File: config.mk
export PLATFORM = sky130hd
export DESIGN_NAME = pi_dpi_capture_flat
export DESIGN_NICKNAME = d
export VERILOG_FILES = /design/src/rtl/pi_dpi_capture_if.sv /design/src/rtl/pi_dpi_capture.sv /design/src/flat_wrapper.sv
export SDC_FILE = /design/constraint.sdc
export NUM_CORES = 1
export LEC_CHECK = 0
export CAP_MARGIN = 20
export CELL_PAD_IN_SITES_DETAIL_PLACEMENT = 2
export CELL_PAD_IN_SITES_GLOBAL_PLACEMENT = 2
export CORE_MARGIN = 5
export CORE_UTILIZATION = 28
export CTS_CLUSTER_SIZE = 40
export DETAILED_ROUTE_END_ITERATION = 8
export PLACE_DENSITY = 0.82
export RECOVER_POWER = 100
export SLEW_MARGIN = 20
export SYNTH_ARGS = -nofsm -noshare
export SYNTH_HDL_FRONTEND = slang
export SYNTH_SLANG_ARGS = --single-unit
File: constraint.sdc
create_clock -name clk -period 1.8 [get_ports clk]
set_input_delay 0.18 -clock clk [delete_from_list [all_inputs] [get_ports clk]]
set_output_delay 0.18 -clock clk [all_outputs]
set_load 0.02 [all_outputs]
File: src/rtl/pi_dpi_capture_if.sv
// -----------------------------------------------------------------------------
// pi_dpi_capture_if
//   Pixel stream produced by pi_dpi_capture for the frame store and overlay
//   logic. Carries no clock: all members are synchronous to the 81 MHz clk
//   that the producer and the consumers share.
//
//   Members
//     pixel_data    DATA_W  captured pixel
//     pixel_valid   1       one-clk strobe, data/x/y valid
//     pixel_x       10      x coordinate of the current pixel (saturates 1023)
//     pixel_y       10      y coordinate of the current pixel (saturates 1023)
//     line_start    1       with pixel_valid on the first pixel of a line
//     frame_start   1       one-clk pulse on detected vsync assertion
//     overflow      1       sticky, X or Y counter saturated
//     line_length   11      pixel count of the last completed line
//     line_mismatch 1       one-clk pulse, completed line length != H_ACTIVE
//
//   Modports
//     master  producer (pi_dpi_capture)
//     slave   consumer
// -----------------------------------------------------------------------------
interface pi_dpi_capture_if #(
   parameter int DATA_W = 12
);
   logic [DATA_W-1:0] pixel_data;
   logic              pixel_valid;
   logic [9:0]        pixel_x;
   logic [9:0]        pixel_y;
   logic              line_start;
   logic              frame_start;
   logic              overflow;
   logic [10:0]       line_length;
   logic              line_mismatch;

   modport master (
      output pixel_data, pixel_valid, pixel_x, pixel_y, line_start,
             frame_start, overflow, line_length, line_mismatch
   );

   modport slave (
      input  pixel_data, pixel_valid, pixel_x, pixel_y, line_start,
             frame_start, overflow, line_length, line_mismatch
   );
endinterface

File: src/rtl/pi_dpi_capture.sv
// -----------------------------------------------------------------------------
// pi_dpi_capture
//   Samples the Raspberry Pi DPI bus in the 81 MHz domain (6x the 13.5 MHz
//   pixel clock). All DPI pins pass through a two-flop synchroniser; the
//   synchronised bus is sampled once per pixel when the PLL phase count
//   matches sample_phase. Successive samples are compared to find vsync and
//   de edges, which drive a SEEK/BLANK/ACTIVE state machine producing a pixel
//   stream with X/Y coordinates and frame/line markers.
//
//   Parameters
//     DATA_W           DPI pixel data width
//     SYNC_ACTIVE_LOW  1 = vsync/hsync pins are active-low (de always high)
//     H_ACTIVE         expected active pixels per line (line statistics only)
//
//   Ports
//     clk           in   81 MHz clock, sole clock
//     reset         in   synchronous, active-high
//     clk_phase     in   3   PLL phase count 0..5, +1 per clk
//     sample_phase  in   3   phase on which the bus is sampled (6/7 = never)
//     dpi_data      in   DATA_W  asynchronous pixel data
//     dpi_vsync     in   asynchronous vertical sync
//     dpi_hsync     in   asynchronous horizontal sync (synchronised, unused)
//     dpi_de        in   asynchronous data enable
//     pix           pi_dpi_capture_if.master  output pixel stream
//
//   Build option
//     PI_DPI_CAPTURE_LINE_STATS_EN  defined: line_length/line_mismatch are
//     produced; undefined: the line counter is omitted and both are tied 0.
// -----------------------------------------------------------------------------
module pi_dpi_capture #(
   parameter int DATA_W          = 12,
   parameter bit SYNC_ACTIVE_LOW = 1'b0,
   parameter int H_ACTIVE        = 720
) (
   input  logic              clk,
   input  logic              reset,
   input  logic [2:0]        clk_phase,
   input  logic [2:0]        sample_phase,
   input  logic [DATA_W-1:0] dpi_data,
   input  logic              dpi_vsync,
   input  logic              dpi_hsync,
   input  logic              dpi_de,
   pi_dpi_capture_if.master  pix
);

   localparam logic [1:0] S_SEEK   = 2'd0;
   localparam logic [1:0] S_BLANK  = 2'd1;
   localparam logic [1:0] S_ACTIVE = 2'd2;

   // ---------------------------------------------------------------- sync ---
   logic [DATA_W-1:0] data_s1, data_s2;
   logic [2:0]        ctl_s1, ctl_s2;      // {vsync, hsync, de}

   // NOTE: the synchroniser carries no state worth resetting; whatever it
   // holds is flushed by the pins within two clocks, so it has no reset term.
   always_ff @(posedge clk) begin
      data_s1 <= dpi_data;
      data_s2 <= data_s1;
      ctl_s1  <= {dpi_vsync, dpi_hsync, dpi_de};
      ctl_s2  <= ctl_s1;
   end

   // Lines are delimited by de alone; hsync is carried through the
   // synchroniser only so the pin timing matches the rest of the bus.
   logic unused_hsync;
   assign unused_hsync = ctl_s2[1];

   // -------------------------------------------------------- sample/edges ---
   logic strobe;
   logic vs_now, de_now;
   logic cur_vs, cur_de;                   // sample taken at previous strobe
   logic vs_rise, de_rise;

   assign strobe  = (clk_phase == sample_phase);
   assign vs_now  = ctl_s2[2] ^ SYNC_ACTIVE_LOW;
   assign de_now  = ctl_s2[0];
   assign vs_rise = vs_now & ~cur_vs;
   assign de_rise = de_now & ~cur_de;

   // ----------------------------------------------------------------- FSM ---
   logic [1:0] state, state_nxt;
   logic       go_frame, line_begin, line_pixel, line_end;

   always_comb begin
      // NOTE: every signal assigned here gets a default first, so no path
      // through the case leaves it unassigned and no latch is inferred.
      state_nxt  = state;
      go_frame   = 1'b0;
      line_begin = 1'b0;
      line_pixel = 1'b0;
      line_end   = 1'b0;
      if (strobe) begin
         if (vs_rise) begin
            // Frame start overrides any de event on the same sample.
            go_frame  = 1'b1;
            state_nxt = S_BLANK;
         end else begin
            case (state)
               S_SEEK: ;
               S_BLANK:
                  if (de_rise) begin
                     line_begin = 1'b1;
                     state_nxt  = S_ACTIVE;
                  end
               S_ACTIVE:
                  if (de_now) begin
                     line_pixel = 1'b1;
                  end else begin
                     line_end  = 1'b1;
                     state_nxt = S_BLANK;
                  end
               default: state_nxt = S_SEEK;
            endcase
         end
      end
   end

   // ------------------------------------------------------ pixel datapath ---
   // x_cnt/y_cnt are coordinates of the next pixel. They stop at 1024, which
   // marks "past the last representable coordinate": emitted coordinates
   // clamp to 1023 and emitting there raises overflow.
   logic [10:0]       x_cnt, y_cnt;
   logic [DATA_W-1:0] pixel_data_r;
   logic [9:0]        pixel_x_r, pixel_y_r;
   logic              pixel_valid_r, line_start_r, frame_start_r, overflow_r;
   logic              emit;

   assign emit = line_begin | line_pixel;

   // NOTE: sequential state uses non-blocking assignments only, so every
   // right-hand side below reads the value from before this clock edge.
   always_ff @(posedge clk) begin
      if (reset) begin
         state         <= S_SEEK;
         cur_vs        <= 1'b0;
         cur_de        <= 1'b0;
         x_cnt         <= '0;
         y_cnt         <= '0;
         pixel_data_r  <= '0;
         pixel_x_r     <= '0;
         pixel_y_r     <= '0;
         pixel_valid_r <= 1'b0;
         line_start_r  <= 1'b0;
         frame_start_r <= 1'b0;
         overflow_r    <= 1'b0;
      end else begin
         state         <= state_nxt;
         pixel_valid_r <= emit;
         line_start_r  <= line_begin;
         frame_start_r <= go_frame;

         if (strobe) begin
            cur_vs <= vs_now;
            cur_de <= de_now;
         end

         if (go_frame) begin
            x_cnt <= '0;
            y_cnt <= '0;
         end

         // x_cnt is already 0 on line_begin: every entry to BLANK clears it.
         if (emit) begin
            pixel_data_r <= data_s2;
            pixel_x_r    <= x_cnt[10] ? 10'h3ff : x_cnt[9:0];
            pixel_y_r    <= y_cnt[10] ? 10'h3ff : y_cnt[9:0];
            if (x_cnt[10] | y_cnt[10]) overflow_r <= 1'b1;
            if (!x_cnt[10])            x_cnt      <= x_cnt + 11'd1;
         end

         if (line_end) begin
            x_cnt <= '0;
            if (!y_cnt[10]) y_cnt <= y_cnt + 11'd1;
         end
      end
   end

   assign pix.pixel_data  = pixel_data_r;
   assign pix.pixel_valid = pixel_valid_r;
   assign pix.pixel_x     = pixel_x_r;
   assign pix.pixel_y     = pixel_y_r;
   assign pix.line_start  = line_start_r;
   assign pix.frame_start = frame_start_r;
   assign pix.overflow    = overflow_r;

   // ------------------------------------------------------ line statistics ---
`ifdef PI_DPI_CAPTURE_LINE_STATS_EN
   logic [10:0] line_len, line_length_r;
   logic        line_mismatch_r;

   always_ff @(posedge clk) begin
      if (reset) begin
         line_len        <= '0;
         line_length_r   <= '0;
         line_mismatch_r <= 1'b0;
      end else begin
         line_mismatch_r <= 1'b0;
         if (line_begin) begin
            line_len <= 11'd1;
         end else if (line_pixel && line_len != 11'h7ff) begin
            line_len <= line_len + 11'd1;
         end
         // A line cut short by vsync never reaches line_end and is not reported.
         if (line_end) begin
            line_length_r   <= line_len;
            line_mismatch_r <= (line_len != 11'(H_ACTIVE));
         end
      end
   end

   assign pix.line_length   = line_length_r;
   assign pix.line_mismatch = line_mismatch_r;
`else
   logic [10:0] unused_h_active;
   assign unused_h_active   = 11'(H_ACTIVE);
   assign pix.line_length   = '0;
   assign pix.line_mismatch = 1'b0;
`endif

endmodule

File: src/flat_wrapper.sv
// flat-port wrapper written by rule: the top's interface ports become plain ports
module pi_dpi_capture_flat 
#(
   parameter int DATA_W          = 12,
   parameter bit SYNC_ACTIVE_LOW = 1'b0,
   parameter int H_ACTIVE        = 720
)
  (clk, reset, clk_phase, sample_phase, dpi_data, dpi_vsync, dpi_hsync, dpi_de, pix_pixel_data, pix_pixel_valid, pix_pixel_x, pix_pixel_y, pix_line_start, pix_frame_start, pix_overflow, pix_line_length, pix_line_mismatch);
  pi_dpi_capture_if #(.DATA_W(DATA_W)) pix_i ();
  input  logic clk;
  input  logic reset;
  input  logic [2:0] clk_phase;
  input  logic [2:0] sample_phase;
  input  logic [DATA_W-1:0] dpi_data;
  input  logic dpi_vsync;
  input  logic dpi_hsync;
  input  logic dpi_de;
  output wire logic [$bits(pix_i.pixel_data)-1:0] pix_pixel_data;
  output wire logic [$bits(pix_i.pixel_valid)-1:0] pix_pixel_valid;
  output wire logic [$bits(pix_i.pixel_x)-1:0] pix_pixel_x;
  output wire logic [$bits(pix_i.pixel_y)-1:0] pix_pixel_y;
  output wire logic [$bits(pix_i.line_start)-1:0] pix_line_start;
  output wire logic [$bits(pix_i.frame_start)-1:0] pix_frame_start;
  output wire logic [$bits(pix_i.overflow)-1:0] pix_overflow;
  output wire logic [$bits(pix_i.line_length)-1:0] pix_line_length;
  output wire logic [$bits(pix_i.line_mismatch)-1:0] pix_line_mismatch;
  assign pix_pixel_data = pix_i.pixel_data;
  assign pix_pixel_valid = pix_i.pixel_valid;
  assign pix_pixel_x = pix_i.pixel_x;
  assign pix_pixel_y = pix_i.pixel_y;
  assign pix_line_start = pix_i.line_start;
  assign pix_frame_start = pix_i.frame_start;
  assign pix_overflow = pix_i.overflow;
  assign pix_line_length = pix_i.line_length;
  assign pix_line_mismatch = pix_i.line_mismatch;
  pi_dpi_capture #(.DATA_W(DATA_W), .SYNC_ACTIVE_LOW(SYNC_ACTIVE_LOW), .H_ACTIVE(H_ACTIVE)) u_core (.clk(clk), .reset(reset), .clk_phase(clk_phase), .sample_phase(sample_phase), .dpi_data(dpi_data), .dpi_vsync(dpi_vsync), .dpi_hsync(dpi_hsync), .dpi_de(dpi_de), .pix(pix_i));
endmodule
# Word level (Yosys, flattened, before mapping)
# Cells that the tools add are included.
# classes
n_addsub,2
n_eq_ne,6
muxes,26
bitwise,6
reduce_logical,4
# ops
op,count
11-bit 2-to-1 mux,6
"11-bit by 1-bit adder with 11-bit output, second input constant",2
10-bit 2-to-1 mux,2
1-bit 2-to-1 mux,14
2-bit 2-to-1 mux,3
2-bit one-hot mux with 3 select lines,1
4-bit AND reduction,1
3-bit == test,1
"3-bit by 1-bit inequality test with 1-bit output, second input constant",1
"3-bit inequality test, second input constant",1
1-bit bitwise AND,2
"2-bit by 1-bit == test with 1-bit output, second input constant",1
"2-bit == test, second input constant",1
2-bit logical NOT,1
"2-bit by 1-bit inequality test with 1-bit output, second input constant",1
1-bit NOT,2
1-bit bitwise OR,2
2-bit AND reduction,1
2-bit OR reduction,1
# totals
ff_bits,92
inputBits,23
output_inout_bits,48
word_cells,60

# Depth between registers and ports, before layout
# Gate-level depths: netlist of run 1.
# depth
word_depth,8
mapped_depth,6
depth_no_buf,5

# Least setup slack after synthesis of run 1
# Ideal clock, no wire load.
# synth_path
path_kind,register to register
from,reg u_core.ctl_s2[0]
to,reg u_core.y_cnt[9]
setup_ns,0.123
arrival_time_ns,1.646
required_ns,1.677
setup_slack_ns,0.031
path_stages_with_launch,6
n_path_buf,1
synth_period_minus_slack_ns,1.769
cell_sequence,dfxtp_1 > buf_6 > nor3b_1 > nand2_1 > or4_1 > mux2_1
# synth_via
elab_chain_len,5
# synth_lines
element,line_no,text
start: declaration,pi_dpi_capture.sv:52,"logic [2:0] ctl_s1, ctl_s2;"
start signal: assignment,pi_dpi_capture.sv:60,ctl_s2 <= ctl_s1;
1-bit 2-to-1 mux,pi_dpi_capture.sv:106,if (de_now) begin
1-bit 2-to-1 mux,pi_dpi_capture.sv:98,case (state)
1-bit 2-to-1 mux,pi_dpi_capture.sv:93,if (vs_rise) begin
1-bit 2-to-1 mux,pi_dpi_capture.sv:92,if (strobe) begin
11-bit 2-to-1 mux,pi_dpi_capture.sv:171,if (line_end) begin
end signal: assignment,pi_dpi_capture.sv:173,if (!y_cnt[10]) y_cnt <= y_cnt + 11'd1;
end: declaration,pi_dpi_capture.sv:122,"logic [10:0] x_cnt, y_cnt;"
# Every way passes these cells.
# A chain may end at the register's enable or synchronous reset.

# Worst setup path in the final report of run 1
# layout_path
from,reg u_core.state[0]
to,reg u_core.y_cnt[2]
# layout_via
elab_chain_len,5
# layout_lines
element,line_no,text
start: declaration,pi_dpi_capture.sv:81,"logic [1:0] state, state_nxt;"
start signal: assignment,pi_dpi_capture.sv:147,state <= state_nxt;
2-bit == test,pi_dpi_capture.sv:98,
1-bit 2-to-1 mux,pi_dpi_capture.sv:98,
1-bit 2-to-1 mux,pi_dpi_capture.sv:93,
1-bit 2-to-1 mux,pi_dpi_capture.sv:92,
11-bit 2-to-1 mux,pi_dpi_capture.sv:171,
# Every way passes these cells.

==> run metrics, run 1 <==
final worst slack -0.0162 ns; first-pass GRT wire length 18200 microns; CTS H-tree depth 3; Final Hold Slack 0.282 ns; max-cap violations 0; final setup fails 3; pre-CTS setup slack -0.289 ns; DRT Wirelength 11700 microns; power density cells about 900 nW/um^2; Post-synth top cells 90 x dfxtp_1, 44 x a21oi_1, 23 x nor3_1; FMAX 551 MHz; count leader, synth dfxtp_1; Nets 489; CTS root buf clkbuf_16; CTS tree yes; die height 122 microns; Primary FF master, synth dfxtp_1; CTS Buf Count 9; Seq pwr share 0.458; cell taking the most area after synthesis dfxtp_1; EDFF count, synth 0; dominant cells by area after synthesis dfxtp_1 52%, a21oi_1 6.3%, nor4_1 3.9%, nor3_1 3.3%, o211ai_1 2.8%; grt total ovfl 0; clk_lat worst skew ~0.35 ns; via density per instance 5.04; die extent in x 122 microns; fraction of layout cells with a size suffix above 1 0.196; P_int 0.00343 W; drt drc 0; outcome finished, violations left; register area share after synthesis 0.517; DRT iter0 DRCs 76; Slew Limit Fails 0; Area Overhead vs Synth 41.8%; filler cell count between 1000 and 1500; kind of critical path reg2reg; antenna-violating nets left 0; maximum vdd drop 0.000907 V; vias in the first global route roughly 3500; initial antenna violation count 0; minimum clock period around 1.8 ns; Cell Area, Synth about 3500 sq um; core area roughly 12000 sq um; CP Data Arrival Time roughly 2.1 ns; RSZ-0062 raised after global routing true; Max clock buf depth 2; crit start category flop; Mapped Avg Cell Area between 9 and 10 sq um; CTS clk-pin slew, worst paths 0.07 ns; GRT Overall Usage 0.159; via count 3210; Site Rows 40; failing checks setup timing; wire length per cell approximately 18 microns; crit end category flop; die area 14800 sq um; cts hold-fix bufs 0; Clk network pwr share 0.472; final hold violations 0; clk sinks 90; Cell variety after synth 44; LEAKAGE 1.86 nW; IO Count 71; Sw Ratio 0.232; count of input and output buffers 57; 1st-pass router iterations 4; Yosys top cell area share 0.517; period utilisation layout 1.01; Final HPWL DP 8240 microns; clock skew 0.00827 ns; largest net degree at the start of global routing 27; Critical Path RT 2.04 ns; antenna cell count 0; Initial Utilization 0.288; Worst Path Max Fanout 6; Yosys Warn Count 0; Cells after Synth 376; combinational power share 0.070; ys async rst share 0; RePlAce Congestion 0.785; Sw Pwr 0.00104 W; FF+latch count, synth 90; Hold WC Path Type in2reg
[cells by family (layout without fill, tap and decap cells)]
logic type	after synthesis	after routing	share of synthesized area
flip-flops	90	90	0.517
adder cells (fa/ha/maj)	2	2	0.00718
AND/OR/NAND/NOR	128	128	0.203
multiplexers	3	3	0.00969
AO/OA/AOI/OAI	104	104	0.184
XOR/XNOR	3	3	0.0140
other	1	12	0.00108
buffers and inverters	45	127	0.0642
[cell type report]
type / instances / area (sq um) / area share
Sequential cell: 90 / 1810 / 0.367
Clock inverter: 6 / 93.8 / 0.0190
Inverter: 4 / 15.0 / 0.00304
Clock buffer: 10 / 239 / 0.0483
Timing Repair Buffer: 107 / 1030 / 0.208
Tap cell: 168 / 210 / 0.0425
Multi-Input combinational cell: 252 / 1550 / 0.313
[worst max-delay path, stage by stage, from the launching register on]
cell and delay (ns):
dfxtp_2 0.36, nor4b_1 0.39, buf_4 0.19, o2111ai_1 0.17, and2_1 0.25, a221o_1 0.34
[power by group through the flow]
stage	combinational [W]	sequential, W	clock (W)
6_report	0.000311	0.00205	0.00211
5_1_grt	0.000332	0.00205	0.00225
4_1_cts	0.000318	0.00205	0.00216
3_5_place_dp	0.000317	0.00209	0
3_3_place_gp	0.000305	0.00209	0
2_1_floorplan	0.000163	0.00209	0
[through the flow]
stage | cell area [sq um] | cells | setup TNS (ns) | utilization | power (W)
after floorplan | 3530 | 387 | 0 | - | 0.00225
after global placement | 4540 | 619 | -2.02 | 0.375 | 0.00239
after detailed placement | 4540 | 619 | -5.99 | 0.375 | 0.00241
after CTS | 4910 | 636 | 0 | 0.405 | 0.00453
after global routing | 4940 | 637 | -0.556 | 0.408 | 0.00463
final | 4940 | 637 | -0.0219 | 0.408 | 0.00446
[what timing repair did]
| item | 4_1_cts | 5_1_grt |
|---|---|---|
| buffers inserted | 1 | 1 |
| resized for setup | 10 | 11 |
| endpoints found under the setup margin | 4 | 27 |
[state kept, by name, summed over array words and instances, names as in the netlist, 2 cells and up]
name and flops:
u_core.ctl_s1 2, u_core.ctl_s2 2, u_core.data_s1 12, u_core.data_s2 12, u_core.pix.pixel_data 12, u_core.pix.pixel_x 10, u_core.pix.pixel_y 10, u_core.state 2
u_core.x_cnt 11, u_core.y_cnt 11
[cells in the final DEF (no fill, tap or decap), drive strengths merged, types with 3 or more instances in the layout]
cell,Yosys,layout
dfxtp,90,90
buf,21,50
dlygate4sd3,0,47
a21oi,44,44
nor3,23,23
nor4,22,22
nand2,20,20
o21ai,19,19
nand3,19,19
o211ai,13,13
conb,1,12
clkbuf,20,11
clkdlybuf4s50,0,9
or3,9,9
nand4,8,8
inv,4,7
nor2,6,6
or4,5,5
a21o,5,5
a31oi,5,5
a2111oi,5,5
and3,3,3
nor2b,3,3
xnor2,3,3
mux2,3,3
nor3b,3,3
[layer usage]
metal  vias to the layer above  global-route usage  share of wire
li1                       1549                   -              -
met1                      1580               0.179           0.42
met2                        71               0.289           0.53
met3                        10              0.0441          0.038
met4                         0              0.0504          0.014
met5                         -                   0              0
[path summary, 6_finish.rpt]
path / slack, ns / cells after the start / end / from
min reg2reg: 0.33 / 0 / u_core.data_s2[1] / u_core.data_s1[1]
max reg2reg: -0.02 / 5 / u_core.y_cnt[2] / u_core.state[0]
max: -0.02 / 5 / u_core.y_cnt[2] / u_core.state[0]
min: 0.28 / 3 / u_core.y_cnt[6] / reset
Power figures use the tool's default switching activity.
==> run 2, diff against run 1 <==
ABC_CLOCK_PERIOD_IN_PS = 1800   (was unset)
==> results of run 2 <==
No change in the layout: final DEF, timing and power equal those of run 1.
==> run 3, diff against run 2 <==
CELL_PAD_IN_SITES_DETAIL_PLACEMENT = unset   (was 2)
CELL_PAD_IN_SITES_GLOBAL_PLACEMENT = unset   (was 2)
CORE_UTILIZATION = 40   (was 28)
PLACE_DENSITY = 0.73   (was 0.82)
==> run 3 against run 2 <==
The flow now finishes without violations; wire length is 30% lower; register-to-register slack improved by 0.05 ns; non-clock buffer count fell by 7; via count decreased by 3.0%; global-route usage grew 0.098 points; first-iteration DRC count grew 130%; sequential cell count did not move; critical path type unchanged; total power shrank 17%; clock skew up 0.0012 ns.
==> run metrics, run 3 (synthesized netlist as in run 1, its figures left out) <==
outcome complete, no violations (was finished, violations left); most common cell after layout, fill and taps aside dfxtp_1 (unchanged); clk_lat worst skew 0.36 ns (was 0.35 ns); crit path cell chain nor3b_1 -> nand2_1 -> clkbuf_4 -> or3_4 -> mux2_2 (was nor4b_1 -> buf_4 -> o2111ai_1 -> and2_1 -> a221o_1); Max clock buf depth 2 (unchanged); vias in the first global route 2961 (was 3459); die area 10700 sq um (was 14800 sq um); maximum vdd drop 0.000628 V (was 0.000907 V); period utilisation layout 0.982 (was 1.01); CP max stage cell dfxtp_1 (was nor4b_1); antenna-violating nets left 0 (unchanged); final hold violations 0 (unchanged); fraction of layout cells with a size suffix above 1 0.171 (was 0.196); Placed Instances 553 (was 619); max-cap violations 0 (unchanged); Sw Ratio 0.247 (was 0.232); most frequent cells in the layout 84 x dfxtp_1, 50 x dlygate4sd3_1, 44 x a21oi_1 (was 83 x dfxtp_1, 47 x dlygate4sd3_1, 44 x a21oi_1); instance count on the critical path 5 (unchanged); CP Data Arrival Time 2.01 ns (was 2.05 ns); Initial Utilization 0.406 (was 0.288); via count 3113 (was 3210); r2r startpoint u_core.state[1] (was u_core.state[0]); die height 103 microns (was 122 microns); Clk network pwr share 0.379 (was 0.472); clk sinks 90 (unchanged); Final HPWL DP 5660 microns (was 8240 microns); CTS H-tree depth 3 (unchanged); cts hold-fix bufs 0 (unchanged); Site Rows 34 (was 40); kind of critical path reg2reg (unchanged); Worst Max-Slew Pin Slew 0.497 ns; drt drc 0 (unchanged); power density cells 807 nW/um^2 (was 903 nW/um^2); depth of the worst hold-timing path 3 (unchanged); Worst Path Max Fanout 9 (was 6); path depth of the worst reg2reg path 5 (unchanged); Hold WC Path Type in2reg (unchanged); Area Overhead vs Synth 31.8% (was 41.8%); RSZ-0062 raised after global routing true (unchanged); P_int 0.00279 W (was 0.00343 W); initial antenna violation count 0 (unchanged); count of input and output buffers 57 (unchanged); wire length per cell 14.4 microns (was 18.3 microns); worst reg2reg endpoint u_core.y_cnt[8] (was u_core.y_cnt[2]); minimum clock period 1.77 ns (was 1.82 ns); core area 8590 sq um (was 12100 sq um); Hold Startpoint reset (unchanged); grt total ovfl 0 (unchanged); die extent in x 103 microns (was 122 microns); CTS tree yes (unchanged); buffers plus inverters on the worst setup path 1 (unchanged); final setup fails 0 (was 3); IO Count 71 (unchanged); Sw Pwr 0.000915 W (was 0.00104 W); via density per instance 5.46 (was 5.04); combinational power share 0.071 (was 0.070); clock skew 0.00947 ns (was 0.00827 ns); first-pass GRT wire length 13600 microns (was 18200 microns); FMAX 566 MHz (was 551 MHz); antenna cell count 0 (unchanged); placed cell area 4370 sq um (was 4540 sq um); Seq pwr share 0.551 (was 0.458); Cell Count, Final, Fillers Out 570 (was 637); RePlAce Congestion 0.854 (was 0.785); 1st-pass router iterations 4 (unchanged); Worst path top cell family by delay simple AND/OR/NAND/NOR gates (unchanged); crit end category flop (unchanged); CTS Buf Count 9 (unchanged); filler cell count 765 (was 1345); Slew HR 0.660; CTS root buf clkbuf_8 (was clkbuf_16); Nets 482 (was 489); Max stage delay on crit path 0.41 ns (was 0.39 ns); largest net degree at the start of global routing 36 (was 27); DRT iter0 DRCs 173 (was 76); CTS clk-pin slew, worst paths 0.09 ns (was 0.07 ns); GRT Overall Usage 0.160 (was 0.159); Slew Limit Fails 0 (unchanged); Design Power 0.00371 W (was 0.00446 W); crit start category flop (unchanged); Critical Path RT 2.05 ns (was 2.04 ns); Min-Delay Endpoint u_core.y_cnt[7] (was u_core.y_cnt[6]); LEAKAGE 1.76 nW (was 1.86 nW); DRT Wirelength 8210 microns (was 11700 microns); Final Instance Area 4590 sq um (was 4940 sq um); setup_tns 0 ns (was -0.0219 ns); worst reg2reg setup slack 0.03 ns (was -0.02 ns)
-- run 3: metal layers --
layer	up-vias	wire, microns	global-route usage	part of all wire
met5	-	0	0	0
met1	1454	3730	0.198	0.45
met3	9	528	0.0557	0.064
met2	108	3900	0.261	0.47
met4	0	56	0.0498	0.0068
li1	1542	-	-	-
-- run 3: layout make-up --
type	count	area, sq um	share of cell area
sequential	90	1810	0.394
multi-input combinational	252	1530	0.333
timing repair buffer	100	898	0.196
tap	108	135	0.0294
clock buffer	9	124	0.0270
clock inverter	7	81.3	0.0177
inverter	4	15.0	0.00327
-- run 3: worst max-delay path by stage --
stage	startpoint	endpoint	slack [ns]
floorplan	u_core.ctl_s2[0]	u_core.y_cnt[9]	0.03
global placement	sample_phase[1]	u_core.y_cnt[9]	-0.18
detailed placement	sample_phase[2]	u_core.y_cnt[9]	-0.24
CTS	u_core.y_cnt[0]	u_core.y_cnt[8]	0.01
global route	u_core.state[1]	u_core.y_cnt[8]	-0.02
finish	u_core.state[1]	u_core.y_cnt[8]	0.03
-- run 3: worst reg2reg max path, cell delays in order (launching register included) --
cell and delay [ns]:
dfxtp_1 0.41, nor3b_1 0.25, nand2_1 0.12, clkbuf_4 0.20, or3_4 0.41, mux2_2 0.27
-- run 3: repair_timing --
item / 4_1_cts / 5_1_grt
setup buffers: 1 / 0
resized for setup: 3 / 10
pin swaps: 0 / 0
cloned: 0 / 0
setup endpoints to repair: 1 / 7
-- run 3: through the flow --
stage               utilization  hold WS (ns)  setup WS, ns
finish                    0.535         0.269        0.0332
global route              0.535         0.258       -0.0202
CTS                       0.534         0.231       0.00997
detailed placement        0.509         0.312        -0.239
global placement          0.509         0.310        -0.180
floorplan                     -         0.208        0.0311
-- run 3: power groups by stage --
stage | clock (W) | sequential [W] | combinational [W]
final | 0.00140 | 0.00204 | 0.000263
after global routing | 0.00153 | 0.00205 | 0.000282
after floorplan | 0 | 0.00209 | 0.000163
after CTS | 0.00147 | 0.00204 | 0.000276
after global placement | 0 | 0.00209 | 0.000271
after detailed placement | 0 | 0.00209 | 0.000275
